===== config.mk =====
export PLATFORM = sky130hd
export DESIGN_NAME = fetch_unit
export DESIGN_NICKNAME = d
export VERILOG_FILES = /design/src/rtl/fetch_unit_pkg.sv /design/src/rtl/fetch_queue.sv /design/src/rtl/fetch_unit.sv
export SDC_FILE = /design/constraint.sdc
export NUM_CORES = 1
export LEC_CHECK = 0
export ABC_AREA = 1
export CORE_ASPECT_RATIO = 0.7
export CORE_MARGIN = 4
export CORE_UTILIZATION = 57
export CTS_CLUSTER_DIAMETER = 60
export DETAILED_ROUTE_END_ITERATION = 8
export PLACE_DENSITY = 0.91
export REMOVE_ABC_BUFFERS = 1
export SLEW_MARGIN = 40
export SYNTH_ARGS = -nofsm -noshare
export SYNTH_HDL_FRONTEND = slang
export SYNTH_HIERARCHICAL = 1
export SYNTH_SLANG_ARGS = --single-unit

===== constraint.sdc =====
create_clock -name clk -period 3 [get_ports clk]
set_clock_uncertainty 0.2 [all_clocks]
set_input_delay 0.75 -clock clk [delete_from_list [all_inputs] [get_ports clk]]
set_output_delay 0.75 -clock clk [all_outputs]
set_load 0.01 [all_outputs]

===== src/rtl/fetch_unit_pkg.sv =====
// Shared types and default sizes for the instruction fetch front end.
// Defaults: 4-entry queue, 8-word instruction memory, 32-bit instructions.
package fetch_unit_pkg;

    localparam int FQ_DEPTH_DEF      = 4;
    localparam int FQ_DEPTH_LOG      = $clog2(FQ_DEPTH_DEF);
    localparam int MEMI_SIZE_LOG_DEF = 3;
    localparam int INST_LEN_DEF      = 32;

    typedef enum logic [1:0] {
        FETCH_IDLE  = 2'd0,
        FETCH_RUN   = 2'd1,
        FETCH_STALL = 2'd2
    } fetch_state_t;

endpackage


===== src/rtl/fetch_queue.sv =====
// Synchronous FIFO holding fetched {inst, pc} entries; flush has priority over push/pop.
// Latency: a push is visible at the head on the cycle after the write edge.
// Backpressure: push is dropped when full unless a pop happens in the same cycle.
module fetch_queue #(
    parameter int DEPTH = 4,
    parameter int W     = 8
) (
    input  logic                       clk,
    input  logic                       rst,
    input  logic                       push,
    input  logic [W-1:0]               push_dat,
    input  logic                       pop,
    input  logic                       flush,
    output logic [W-1:0]               head_dat,
    output logic                       full,
    output logic                       empty,
    output logic [$clog2(DEPTH):0]     count
);

    localparam int PW = $clog2(DEPTH);
    localparam int CW = PW + 1;

    logic [W-1:0]  r_mem [DEPTH];
    logic [PW-1:0] r_head;
    logic [PW-1:0] r_tail;
    logic [CW-1:0] r_count;
    logic          w_do_push;
    logic          w_do_pop;

    assign full      = (r_count == CW'(DEPTH));
    assign empty     = (r_count == '0);
    assign count     = r_count;
    assign head_dat  = r_mem[r_head];
    assign w_do_pop  = pop & ~empty;
    assign w_do_push = push & (~full | w_do_pop);

    // Pointers are exactly PW bits wide, so increments wrap modulo DEPTH.
    always_ff @(posedge clk or negedge rst) begin
        if (!rst) begin
            r_head  <= '0;
            r_tail  <= '0;
            r_count <= '0;
            for (int i = 0; i < DEPTH; i++) r_mem[i] <= '0;
        end else if (flush) begin
            r_head  <= '0;
            r_tail  <= '0;
            r_count <= '0;
        end else begin
            if (w_do_push) begin
                r_mem[r_tail] <= push_dat;
                r_tail        <= r_tail + 1'b1;
            end
            if (w_do_pop) r_head <= r_head + 1'b1;
            if (w_do_push && !w_do_pop)      r_count <= r_count + 1'b1;
            else if (!w_do_push && w_do_pop) r_count <= r_count - 1'b1;
        end
    end

endmodule


===== src/rtl/fetch_unit.sv =====
// In-order fetch: drives req_addr=pc, queues {resp_data, pc}, presents head to decode.
// Latency: instruction at pc in cycle N appears on out_* in cycle N+1; redirect-to-output is 2 cycles.
// Backpressure: out_ready low fills the queue, then fetch stalls with pc held; redirect flushes.
module fetch_unit
    import fetch_unit_pkg::*;
#(
    parameter int FQ_DEPTH      = FQ_DEPTH_DEF,
    parameter int MEMI_SIZE_LOG = MEMI_SIZE_LOG_DEF,
    parameter int INST_LEN      = INST_LEN_DEF
) (
    input  logic                     clk,
    input  logic                     rst,
    input  logic                     fetch_en,
    output logic [MEMI_SIZE_LOG-1:0] req_addr,
    input  logic [INST_LEN-1:0]      resp_data,
    output logic                     out_valid,
    input  logic                     out_ready,
    output logic [INST_LEN-1:0]      out_inst,
    output logic [MEMI_SIZE_LOG-1:0] out_pc,
    input  logic                     redirect_valid,
    input  logic [MEMI_SIZE_LOG-1:0] redirect_pc
);

    localparam int CW = $clog2(FQ_DEPTH) + 1;
    localparam int EW = INST_LEN + MEMI_SIZE_LOG;

    fetch_state_t             r_state;
    fetch_state_t             w_state_nxt;
    logic [MEMI_SIZE_LOG-1:0] r_pc;
    logic [EW-1:0]            w_q_head;
    logic                     w_q_full;
    logic                     w_q_empty;
    logic [CW-1:0]            w_q_count;
    logic                     w_pop;
    logic                     w_push;
    logic                     w_full_nxt;

    assign req_addr  = r_pc;
    assign out_valid = ~w_q_empty;
    assign out_inst  = out_valid ? w_q_head[EW-1:MEMI_SIZE_LOG] : '0;
    assign out_pc    = out_valid ? w_q_head[MEMI_SIZE_LOG-1:0]  : '0;
    assign w_pop     = out_valid & out_ready;
    assign w_push    = (r_state == FETCH_RUN) & ~redirect_valid & (~w_q_full | w_pop);

    fetch_queue #(
        .DEPTH (FQ_DEPTH),
        .W     (EW)
    ) u_queue (
        .clk      (clk),
        .rst      (rst),
        .push     (w_push),
        .push_dat ({resp_data, r_pc}),
        .pop      (w_pop & ~redirect_valid),
        .flush    (redirect_valid),
        .head_dat (w_q_head),
        .full     (w_q_full),
        .empty    (w_q_empty),
        .count    (w_q_count)
    );

    // Queue will be full after this edge and nothing is leaving it.
    assign w_full_nxt = ~w_pop & (w_q_full | (w_push & (w_q_count == CW'(FQ_DEPTH - 1))));

    always_comb begin
        w_state_nxt = r_state;
        if (redirect_valid) begin
            w_state_nxt = fetch_en ? FETCH_RUN : FETCH_IDLE;
        end else begin
            unique case (r_state)
                FETCH_IDLE: begin
                    if (fetch_en) w_state_nxt = FETCH_RUN;
                end
                FETCH_RUN: begin
                    if (!fetch_en)      w_state_nxt = FETCH_IDLE;
                    else if (w_full_nxt) w_state_nxt = FETCH_STALL;
                end
                FETCH_STALL: begin
                    if (!fetch_en) w_state_nxt = FETCH_IDLE;
                    else if (w_pop) w_state_nxt = FETCH_RUN;
                end
                default: w_state_nxt = FETCH_IDLE;
            endcase
        end
    end

    always_ff @(posedge clk or negedge rst) begin
        if (!rst) begin
            r_state <= FETCH_IDLE;
            r_pc    <= '0;
        end else begin
            r_state <= w_state_nxt;
            if (redirect_valid) r_pc <= redirect_pc;
            else if (w_push)    r_pc <= r_pc + 1'b1;
        end
    end

endmodule


* Word level (Yosys, flattened, before mapping)
Index checks and enable logic that the tools add are counted.
** Word-level totals
- Bits in registers :: 152
- Input port bits :: 40
- Output and inout port bits :: 39
** Operators by class
- $add $sub $neg :: 5
- Magnitude comparators :: 3
- Eq/ne operators :: 7
- Muxes and demuxes :: 25
- Bitwise gates (word level) :: 17
- Reduce and logical (&&, ||, !) cells :: 13
** Operator list (number)
- 140-bit bitwise mux :: 1
- 35-bit two-way mux :: 3
- 35-bit binary-select mux with 2-bit select :: 1
- 35-bit demux with 2-bit select :: 1
- 32-bit two-way mux :: 1
- 2-bit two-way mux :: 10
- 3-bit two-way mux :: 6
- 1-bit AND :: 8
- 4-bit inequality test, second input constant :: 2
- 3-bit by 1-bit adder with 3-bit output, second input constant :: 2
- 3-bit >= comparator, second input constant :: 2
- 2-bit NOT with 3-bit output :: 2
- 2-bit one-hot mux with 3 select lines :: 1
- 2-bit nonzero test :: 3
- 2-bit by 1-bit adder with 2-bit output, second input constant :: 2
- 1-bit NOT :: 4
- 3-bit by 2-bit equality test with 1-bit output, second input constant :: 1
- 3-bit equality test, second input constant :: 1
- 1-bit logical AND :: 3
- 3-bit logical NOT :: 1
- 3-bit by 1-bit less-than comparator with 1-bit output, second input constant :: 1
- 3-bit inequality test, second input constant :: 1
- 1-bit OR :: 3
- 3-bit AND reduction :: 1
- other kinds (8) :: 9

* Longest topological paths before layout
Gate-level depths: netlist of run 1.
- Depth in word-level cells :: 12
- Gate-level depth with buffers :: 20
- Depth with buffers taken out :: 19

* Modules after synthesis
Netlist of run 1, hierarchy kept.
** By module, submodules not included
- fetch_queue :: times used 1, cells each 868, area each 7016.7 µm², sequential area each 3678.5 µm²
- fetch_unit :: times used 1, cells each 129, area each 684.4 µm², sequential area each 125.1 µm²

* Least setup slack after synthesis of run 1
No wires, ideal clock.
- Path kind :: input to register
- Start point :: input redirect_valid
- End point :: register u_queue.r_count[2], in the netlist u_queue/count[2]
- Setup time :: 0.117 ns
- Arrival :: 2.140 ns
- Data required time :: 2.683 ns
- Slack :: 0.543 ns
- Stages on the path :: 17
- Buffers on the path :: 1
- Cells stage by stage :: buf_6 -> inv_8 -> nand2_4 -> nor2_4 -> nand2_4 -> inv_1 -> nand3_1 -> inv_1 -> fa_1 -> inv_1 -> nand2_1 -> nand2_1 -> inv_1 -> nand2_1 -> nand2_1 -> nand2_1 -> nand2_1
** On the way
- Elaborated cells between the ends (all ways) :: 14
** RTL lines
- from (decl) :: RTL line fetch_unit.sv:20 : input logic redirect_valid,
- 1-bit NOT (no source line) (*)
- 1-bit AND (*) (2 in series) :: RTL line fetch_unit.sv:43 : assign w_push = (r_state == FETCH_RUN) & ~redirect_valid & (~w_q_full | w_pop);
- named net w_push :: RTL line fetch_unit.sv:35 : logic w_push;
- 1-bit AND (*) :: RTL line fetch_queue.sv:35 : assign w_do_push = push & (~full | w_do_pop);
- 1-bit logical AND / 1-bit logical NOT (equally long branches) :: RTL line fetch_queue.sv:54, fetch_queue.sv:55
- 3-bit two-way mux / 1-bit logical AND (equally long branches) :: RTL line fetch_queue.sv:54, fetch_queue.sv:55
- 3-bit two-way mux / 3-bit nonzero test (equally long branches)
- to (signal assigned) :: RTL line fetch_queue.sv:54 : if (w_do_push && !w_do_pop) r_count <= r_count + 1'b1;
- to (signal assigned) :: RTL line fetch_queue.sv:55 : else if (!w_do_push && w_do_pop) r_count <= r_count - 1'b1;
- to (decl) :: RTL line fetch_queue.sv:26 : logic [CW-1:0] r_count;
The timed path passes the listed nets; every way through them passes the cells marked *.
A chain may end at the register's enable or synchronous reset.

* Worst setup path after layout of run 1
- Start point :: register u_queue.r_head[0]
- End point :: output out_inst[23]
** On the way
- Longest elaborated chain between the ends :: 5
** Ends and longest elaborated chain
- from (decl) :: RTL line fetch_queue.sv:24 : logic [PW-1:0] r_head;
- from (signal assigned) :: RTL line fetch_queue.sv:53 : if (w_do_pop) r_head <= r_head + 1'b1;
- 2-bit NOT with 3-bit output (not written as such) :: RTL line fetch_queue.sv:33 : assign head_dat = r_mem[r_head];
- 35-bit binary-select mux with 2-bit select :: RTL line fetch_queue.sv:33
- 35-bit two-way mux (not written as such) (2 in series) :: RTL line fetch_queue.sv:33
- named net w_q_head[26] :: RTL line fetch_unit.sv:30 : logic [EW-1:0] w_q_head;
- 32-bit two-way mux :: RTL line fetch_unit.sv:40 : assign out_inst = out_valid ? w_q_head[EW-1:MEMI_SIZE_LOG] : '0;
- to (decl) :: RTL line fetch_unit.sv:18 : output logic [INST_LEN-1:0] out_inst,
The timed path passes the listed nets, and every way through them passes these cells. The select of a mux whose other input is x is not followed.

==> results of run 1 <==
layout make-up:
class,instances,area [µm²]
sequential,152,3800
fill,929,3660
multi-input combinational,717,3280
timing repair buffer,117,1310
clock buffer,17,425
inverter,61,241
tap,185,231
clock inverter,15,224
worst max-delay path by stage:
stage / start / end / slack, ns / depth (start not counted)
final: u_queue/r_head[0] / out_inst[23] / 0.03 / 7
after global placement: redirect_valid / u_queue/count[2] / 0.10 / 14
after CTS: u_queue/r_head[0] / out_inst[9] / -0.14 / 7
after detailed placement: redirect_valid / u_queue/r_mem[107] / -0.01 / 11
after floorplan: u_queue/r_head[0] / out_inst[0] / -1.15 / 5
after global routing: u_queue/r_head[0] / out_inst[4] / -0.02 / 7
sequential cells by signal (all words and copies together) (netlist names):
signal / count
u_queue/r_mem: 140
req_addr: 3
u_queue/count: 3
r_state: 2
u_queue/r_head: 2
u_queue/r_tail: 2
through the flow:
stage	cells	TNS, ns	setup slack [ns]
after global routing	1264	-0.0311	-0.0182
after global placement	1226	0	0.103
final	1264	0	0.0325
after CTS	1262	-0.137	-0.137
after detailed placement	1226	-0.00997	-0.00997
after floorplan	930	-187.63	-1.15
synthesized netlist by cell type (all sizes together):
master	number
a21oi	3
buf	23
clkbuf	44
clkinv	1
dfrtp	152
fa	1
ha	5
inv	60
nand2	321
nand3	12
nand3b	1
nand4	2
nor2	118
nor3	1
o21ai	217
o22ai	35
xnor2	1
cells by family after synthesis:
group                      count (synthesis)  share of synthesized area
and+or+nand+nor                          455                      0.240
buffers and inverters                    128                     0.0825
xor gates and xnor gates                   1                    0.00114
adders and majority gates                  6                     0.0107
DFF                                      152                      0.494
AOI/OAI and AO/OA                        255                      0.171
where the power goes:
group	switching (mW)	internal [mW]	total, mW
registers	0.385	2.68	3.07
logic	1.98	1.20	3.18
clock network	0.958	1.43	2.39
total	3.32	5.31	8.64
critical path: stages (launching register included):
cell	delay, ns
dfrtp_2	0.46
buf_4	0.16
clkbuf_16	0.18
o21ai_0	0.28
o22ai_1	0.13
inv_1	0.06
nor2_1	0.03
dlygate4sd2_1	0.28
timing repair:
item,CTS,global route
setup endpoints to repair,35,13
pin swaps,2,2
cloned,3,1
gates resized for setup,39,12
buffers inserted,1,1
per-layer routing:
layer | global-route usage | wire length (µm) | vias to the layer above
li1 | - | - | 3359
met1 | 0.397 | 8970 | 3511
met2 | 0.482 | 11200 | 493
met3 | 0.0825 | 2550 | 81
met4 | 0.151 | 709 | 0
met5 | 0 | 0 | -
placed cells by master, fill, tap and decap left out, drive strengths merged, types with 12 or more instances in the layout:
cell,n
dlygate4sd2,31
nand3,12
o21ai,217
clkbuf,19
dfrtp,152
clkdlybuf4s50,42
nand2,321
o22ai,35
nor2,118
inv,71
buf,38
==> results.json, run 1 <==
{
  "rr_worst_depth": 14,
  "die_h_um": 105,
  "yosysUniqueCellTypes": 32,
  "grt_pass1_wl_um": 38000,
  "critPathRequiredTime_ns": 2.05,
  "cts_tree": "yes",
  "post-route-period-util": 0.989,
  "grt_usage": 0.307,
  "io_pins": 79,
  "start_util": 0.584,
  "syn_to_final_growth_pct": 23.6,
  "grt_setup_unrepaired": "true",
  "irDropWorstVdd_uv": 474,
  "first_global_vias": 7599,
  "routed_wl_um": 23400,
  "die-area_um2": 15500,
  "cts-buffers-inserted": 17,
  "cts_root_buf": "clkbuf_16",
  "ctsHoldBuffers": 0,
  "fmax_mhz": 337,
  "layout-drive-gt1-share": 0.0955,
  "vias": 7444,
  "place_area_um2": 8750,
  "grt_max_degree": 66,
  "drtPass1Iterations": 6,
  "cp_max_fo": 18,
  "antenna_found_initial": 0,
  "whs_ns": 0.103,
  "avgSynthCellArea_um2": 7.72,
  "fp.dieW_um": 147,
  "clk_pin_slew_ns": 0.07,
  "nets": 1112,
  "post-route-util": 0.722,
  "synth_area_leaders": "dfrtp_1 (49%), nand2_1 (15%), o21ai_0 (12%), nor2_1 (5.4%), o22ai_1 (2.8%)",
  "drc": 0,
  "synth-seq-cells": 152,
  "fp.coreArea_um2": 13200,
  "ys_seq_area_frac": 0.494,
  "yosys.area.top_type": "dfrtp_1",
  "worstReg2RegStart": "u_queue/count[1]",
  "clockBufferDepth": 2,
  "antenna_cells": 0,
  "viasPerCell": 5.89,
  "relSlewSlack": 0.448,
  "wl_per_cell_um": 18.5,
  "antenna_left": 0,
  "status": "complete, no violations",
  "hold_class": "primary input to async pin",
  "numClockSinks": 152,
  "place.gp.congestion": 0.794,
  "tightest_slew_ns": 0.827,
  "rows": 35,
  "startpoint_type": "register",
  "synth_top_area_share": 0.494,
  "rrSetupSlack_ns": 0.23,
  "power-per-cell-area_nw_per_um2": 907,
  "clock_latency_ns": 0.43,
  "end_kind": "primary output",
  "netlist_area_um2": 7700,
  "placement.io_buffers": 78,
  "cp.arrival_ns": 2.02,
  "grt-ovfl-total": 0,
  "layout_min_cycle_time_ns": 2.97,
  "reg2reg_to": "u_queue/r_mem[107]",
  "stdcell_area_um2": 9520,
  "cts_max_level": 4,
  "worst-setup-path-type": "register to primary output",
  "slew_viol_final": 0,
  "timing.final.hold_violations": 0,
  "synthCells": 997,
  "yosys_warnings": 6,
  "cap_violations": 0,
  "dp_hpwl_um": 12800,
  "drt_iter0_drc": 1029,
  "total_power_mw": 8.64,
  "setup_viol": 0,
  "p_leak_nw": 5.11
}
Power figures use the tool's default switching activity.
==> run 2, diff against run 1 <==
Settings changed: CELL_PAD_IN_SITES_DETAIL_PLACEMENT set to 1, CELL_PAD_IN_SITES_GLOBAL_PLACEMENT set to 1, CORE_MARGIN 4 to unset, CORE_UTILIZATION 57 to 42.
==> results.json, run 2 (synthesis results as in run 1) <==
{
  "reg2reg_to": "u_queue/count[2]",
  "numClockSinks": 152,
  "wl_met2_um": 13800,
  "drt_iter0_drc": 635,
  "worstReg2RegStart": "u_queue/count[2]",
  "final_cells": 1324,
  "startpoint_type": "register",
  "wl_per_cell_um": 21.7,
  "post-route-period-util": 0.991,
  "fp.dieW_um": 164,
  "critPathTopFamily": "buffers and inverters",
  "power-per-cell-area_nw_per_um2": 904,
  "grt_usage": 0.318,
  "fillerInstances": 2193,
  "layout_common_cells": "nand2_1 (313), o21ai_0 (184), dfrtp_1 (149)",
  "slew_viol_final": 0,
  "grt_max_degree": 57,
  "first_global_vias": 8269,
  "antenna_found_initial": 0,
  "dp.cells": 1284,
  "critPathRequiredTime_ns": 2.05,
  "grt-ovfl-total": 0,
  "drtPass1Iterations": 7,
  "largest_register_ffs": 140,
  "viasPerCell": 5.74,
  "stdcell_area_um2": 9620,
  "placement.io_buffers": 78,
  "ctsHoldBuffers": 0,
  "start_util": 0.428,
  "setup_viol": 0,
  "cp.arrival_ns": 2.02,
  "slowest_delay_ns": 0.49,
  "rows": 41,
  "route.met3.wl_um": 1970,
  "endpoint": "out_inst[6]",
  "clockBufferDepth": 2,
  "top_register": "u_queue/r_mem",
  "post-route-util": 0.534,
  "routed_wl_um": 28700,
  "syn_to_final_growth_pct": 24.9,
  "hold_class": "primary input to async pin",
  "irDropWorstVdd_uv": 481,
  "cp_max_fo": 23,
  "cts_tree": "yes",
  "status": "complete, no violations",
  "cap_violations": 0,
  "place_area_um2": 8900,
  "fmax_mhz": 336,
  "clk_pin_slew_ns": 0.07,
  "crit_start": "u_queue/r_head[1]",
  "p_leak_nw": 5.08,
  "cts-buffers-inserted": 17,
  "place.gp.congestion": 0.821,
  "dr.max_layer_used": "met4",
  "tightest_slew_ns": 0.646,
  "timing.final.hold_violations": 0,
  "met1_length_um": 11900,
  "vias": 7595,
  "nets": 1121,
  "cts_max_level": 4,
  "worstPathCellList": "inv_4, buf_12, o21ai_0, o22ai_2, inv_1, nor2_1, dlygate4sd2_1",
  "cts_root_buf": "clkbuf_16",
  "fp.coreArea_um2": 18000,
  "grt_pass1_wl_um": 45300,
  "slowest_stage": "dfrtp_2",
  "critical_path_buf_inv_count": 4,
  "die_h_um": 115,
  "rrSetupSlack_ns": 0.12,
  "die-area_um2": 18900,
  "relSlewSlack": 0.569,
  "layout_commonest_cell": "nand2_1",
  "dp_hpwl_um": 15900,
  "worst-setup-path-type": "register to primary output",
  "rr_worst_depth": 18,
  "clock_latency_ns": 0.44,
  "drc": 0,
  "io_pins": 79,
  "total_power_mw": 8.69,
  "antenna_cells": 0,
  "end_kind": "primary output",
  "antenna_left": 0,
  "layout-drive-gt1-share": 0.111,
  "layout_min_cycle_time_ns": 2.97,
  "cp.depth": 7
}
## run 2: cell count changes in the layout (fill, tap and decap cells not counted), moves of 4 or more
cell | before | now
inv_6 | 7 | 3
dlygate4sd2_1 | 31 | 25
o21ai_0 | 189 | 184
o21ai_1 | 28 | 33
clkinvlp_4 | 0 | 4
buf_4 | 19 | 23
clkbuf_2 | 1 | 7
## run 2: per-layer routing
layer,up-vias,global-route usage
met1,3812,0.394
li1,3374,-
met5,-,0
met3,75,0.0606
met2,334,0.524
met4,0,0.183
## run 2: where the power goes
group / internal [mW] / switching [mW] / total [mW]
clock: 1.25 / 0.954 / 2.21
combinational: 1.22 / 2.17 / 3.39
sequential: 2.68 / 0.415 / 3.10
total: 5.15 / 3.54 / 8.69
## run 2: what timing repair did
item / in CTS / in global routing
gates resized for setup: 49 / 26
buffers inserted: 4 / 0
gates cloned: 3 / 1
pin swaps: 6 / 10
setup endpoints to repair: 36 / 18
## run 2: worst min-delay path by stage
stage / slack, ns / from / depth (start not counted) / to
3_5_place_dp: 0.27 / u_queue/r_mem[98] / 2 / u_queue/r_mem[98]
2_1_floorplan: 0.25 / rst / 0 / r_state[0]
4_1_cts: 0.10 / rst / 1 / u_queue/r_mem[22]
3_3_place_gp: 0.26 / u_queue/r_mem[102] / 2 / u_queue/r_mem[102]
6_report: 0.09 / rst / 1 / u_queue/r_mem[22]
5_1_grt: 0.12 / rst / 1 / u_queue/r_mem[22]
## run 2: cell type report
cell class,count,area [µm²],area share
multi-input combinational,717,3280,0.342
timing repair buffer,126,1400,0.145
clock buffer,18,439,0.0457
sequential,152,3810,0.396
inverter,61,246,0.0256
tap,236,295,0.0307
clock inverter,14,149,0.0155
## run 2: through the flow
| step | setup TNS (ns) | setup slack (ns) | hold slack [ns] |
|---|---|---|---|
| 2_1_floorplan | -187.63 | -1.15 | 0.245 |
| 3_3_place_gp | 0 | 0.0805 | 0.257 |
| 3_5_place_dp | -0.0230 | -0.0230 | 0.266 |
| 4_1_cts | -0.0384 | -0.0384 | 0.105 |
| 5_1_grt | -0.0696 | -0.0696 | 0.117 |
| 6_report | 0 | 0.0269 | 0.0868 |
==> run 3, diff against run 2 <==
Settings changed: CELL_PAD_IN_SITES_GLOBAL_PLACEMENT 1 to 2, CORE_ASPECT_RATIO 0.7 to unset, CORE_UTILIZATION 42 to 33, PLACE_DENSITY 0.91 to 0.9, TNS_END_PERCENT set to 20.
==> results.json, run 3 (synthesis results as in run 1) <==
{
  "status": "finished with violations",
  "violations": "negative setup slack",
  "hold_class": "primary input to async pin",
  "slew_viol_final": 0,
  "worstReg2RegStart": "u_queue/count[2]",
  "viasPerCell": 5.03,
  "die-area_um2": 24000,
  "vias": 7006,
  "drt_iter0_drc": 368,
  "cts_tree": "yes",
  "syn_to_final_growth_pct": 24.7,
  "ctsHoldBuffers": 0,
  "cap_violations": 0,
  "crit_start": "u_queue/r_head[0]",
  "clockBufferDepth": 2,
  "irDropWorstVdd_uv": 412,
  "grt_setup_unrepaired": "true",
  "layout_commonest_cell": "nand2_1",
  "start_util": 0.338,
  "worst_slack_ns": -0.0882,
  "layout-drive-gt1-share": 0.0917,
  "clock_latency_ns": 0.43,
  "nets": 1113,
  "p_leak_nw": 5.14,
  "layout_common_cells": "nand2_1 (313), o21ai_0 (189), dfrtp_1 (150)",
  "clk_pin_slew_ns": 0.06,
  "post-route-period-util": 1.03,
  "power-per-cell-area_nw_per_um2": 864,
  "fp.dieW_um": 155,
  "tightest_slew_ns": 0.599,
  "relSlewSlack": 0.600,
  "setup_viol": 5,
  "dp_hpwl_um": 15000,
  "routed_wl_um": 24100,
  "top_register": "u_queue/r_mem",
  "first_global_vias": 7429,
  "wl_per_cell_um": 17.3,
  "cts_root_buf": "clkbuf_16",
  "place.gp.congestion": 0.758,
  "cts-buffers-inserted": 17,
  "cp_max_fo": 24,
  "grt_pass1_wl_um": 39600,
  "antenna_left": 0,
  "io_pins": 79,
  "layout_min_cycle_time_ns": 3.09,
  "timing.final.hold_violations": 0,
  "grt-ovfl-total": 0,
  "cp.arrival_ns": 2.14,
  "fp.coreArea_um2": 22800,
  "placement.io_buffers": 78,
  "end_kind": "primary output",
  "antenna_found_initial": 1,
  "cts_max_level": 4,
  "drc": 0,
  "numClockSinks": 152,
  "rows": 55,
  "drtPass1Iterations": 4,
  "total_power_mw": 8.30,
  "grt_max_degree": 58,
  "grt_usage": 0.214,
  "whs_ns": 0.0869,
  "fmax_mhz": 324,
  "largest_register_ffs": 140,
  "worst-setup-path-type": "register to primary output",
  "critPathRequiredTime_ns": 2.05,
  "post-cts-setup-buffers": 0,
  "die_h_um": 155,
  "startpoint_type": "register"
}
-- run 3: changes by cell type in the layout (fill, tap and decap cells not counted), sizes merged --
cell           previous run  this run
inv                      64        61
clkdlybuf4s50            42        47
dlymetal6s2s              0        11
buf                      48        41
dlygate4sd2              25        19
clkbuf                   26        21
clkdlybuf4s15             3         0
diode                     0         1
-- run 3: critical path, stage by stage (launching register included) --
cell	delay [ns]
dfrtp_2	0.46
inv_4	0.12
buf_12	0.17
nor2_1	0.06
o22ai_1	0.23
inv_1	0.06
nor2_1	0.08
clkdlybuf4s50_1	0.53
-- run 3: routing by layer --
metal | up-vias | share of wire | track usage
li1 | 3351 | - | -
met3 | 25 | 0.044 | 0.0339
met4 | 0 | 0.013 | 0.0627
met5 | - | 0 | 0
met2 | 136 | 0.49 | 0.363
met1 | 3494 | 0.45 | 0.280
-- run 3: final timing paths --
path / cells past startpoint / slack, ns / to
setup / recovery: 7 / -0.09 / out_inst[17]
hold / removal: 1 / 0.09 / u_queue/r_mem[59]
setup reg to reg: 19 / 0.41 / u_queue/count[2]
hold reg to reg: 2 / 0.28 / u_queue/r_mem[93]
max in group asynchronous: 2 / 1.71 / u_queue/r_head[0]
min in group clk: 2 / 0.28 / u_queue/r_mem[93]
-- run 3: cell type report --
type                            instances  area, µm²
Tap cell                              313        392
Multi-Input combinational cell        717       3280
Clock buffer                           21        450
Antenna cell                            1       2.50
Timing Repair Buffer                  118       1310
Sequential cell                       152       3810
Inverter                               61        243
Clock inverter                         11        123
Fill cell                            2760      13200
-- run 3: what timing repair did --
item	in CTS	in global routing
resized for setup	26	15
setup endpoints to repair	35	17
cloned	0	0
pin swaps	0	2
-- run 3: metrics by stage --
stage                     setup WS [ns]   TNS, ns  utilization  std cells  instance area [µm²]
after CTS                        -0.140     -1.43        0.420       1393                 9560
after global placement           0.0700         0        0.395       1361                 8990
after detailed placement       -0.00186  -0.00262        0.395       1361                 8990
final                           -0.0882    -0.344        0.422       1394                 9600
after floorplan                   -1.15   -187.63            -        930                 7300
after global routing             -0.211    -0.892        0.421       1393                 9600
-- run 3: power by group --
part / internal [mW] / total, mW / switching (mW)
Clock: 1.24 / 2.11 / 0.862
Sequential: 2.68 / 3.03 / 0.349
Combinational: 1.23 / 3.16 / 1.93
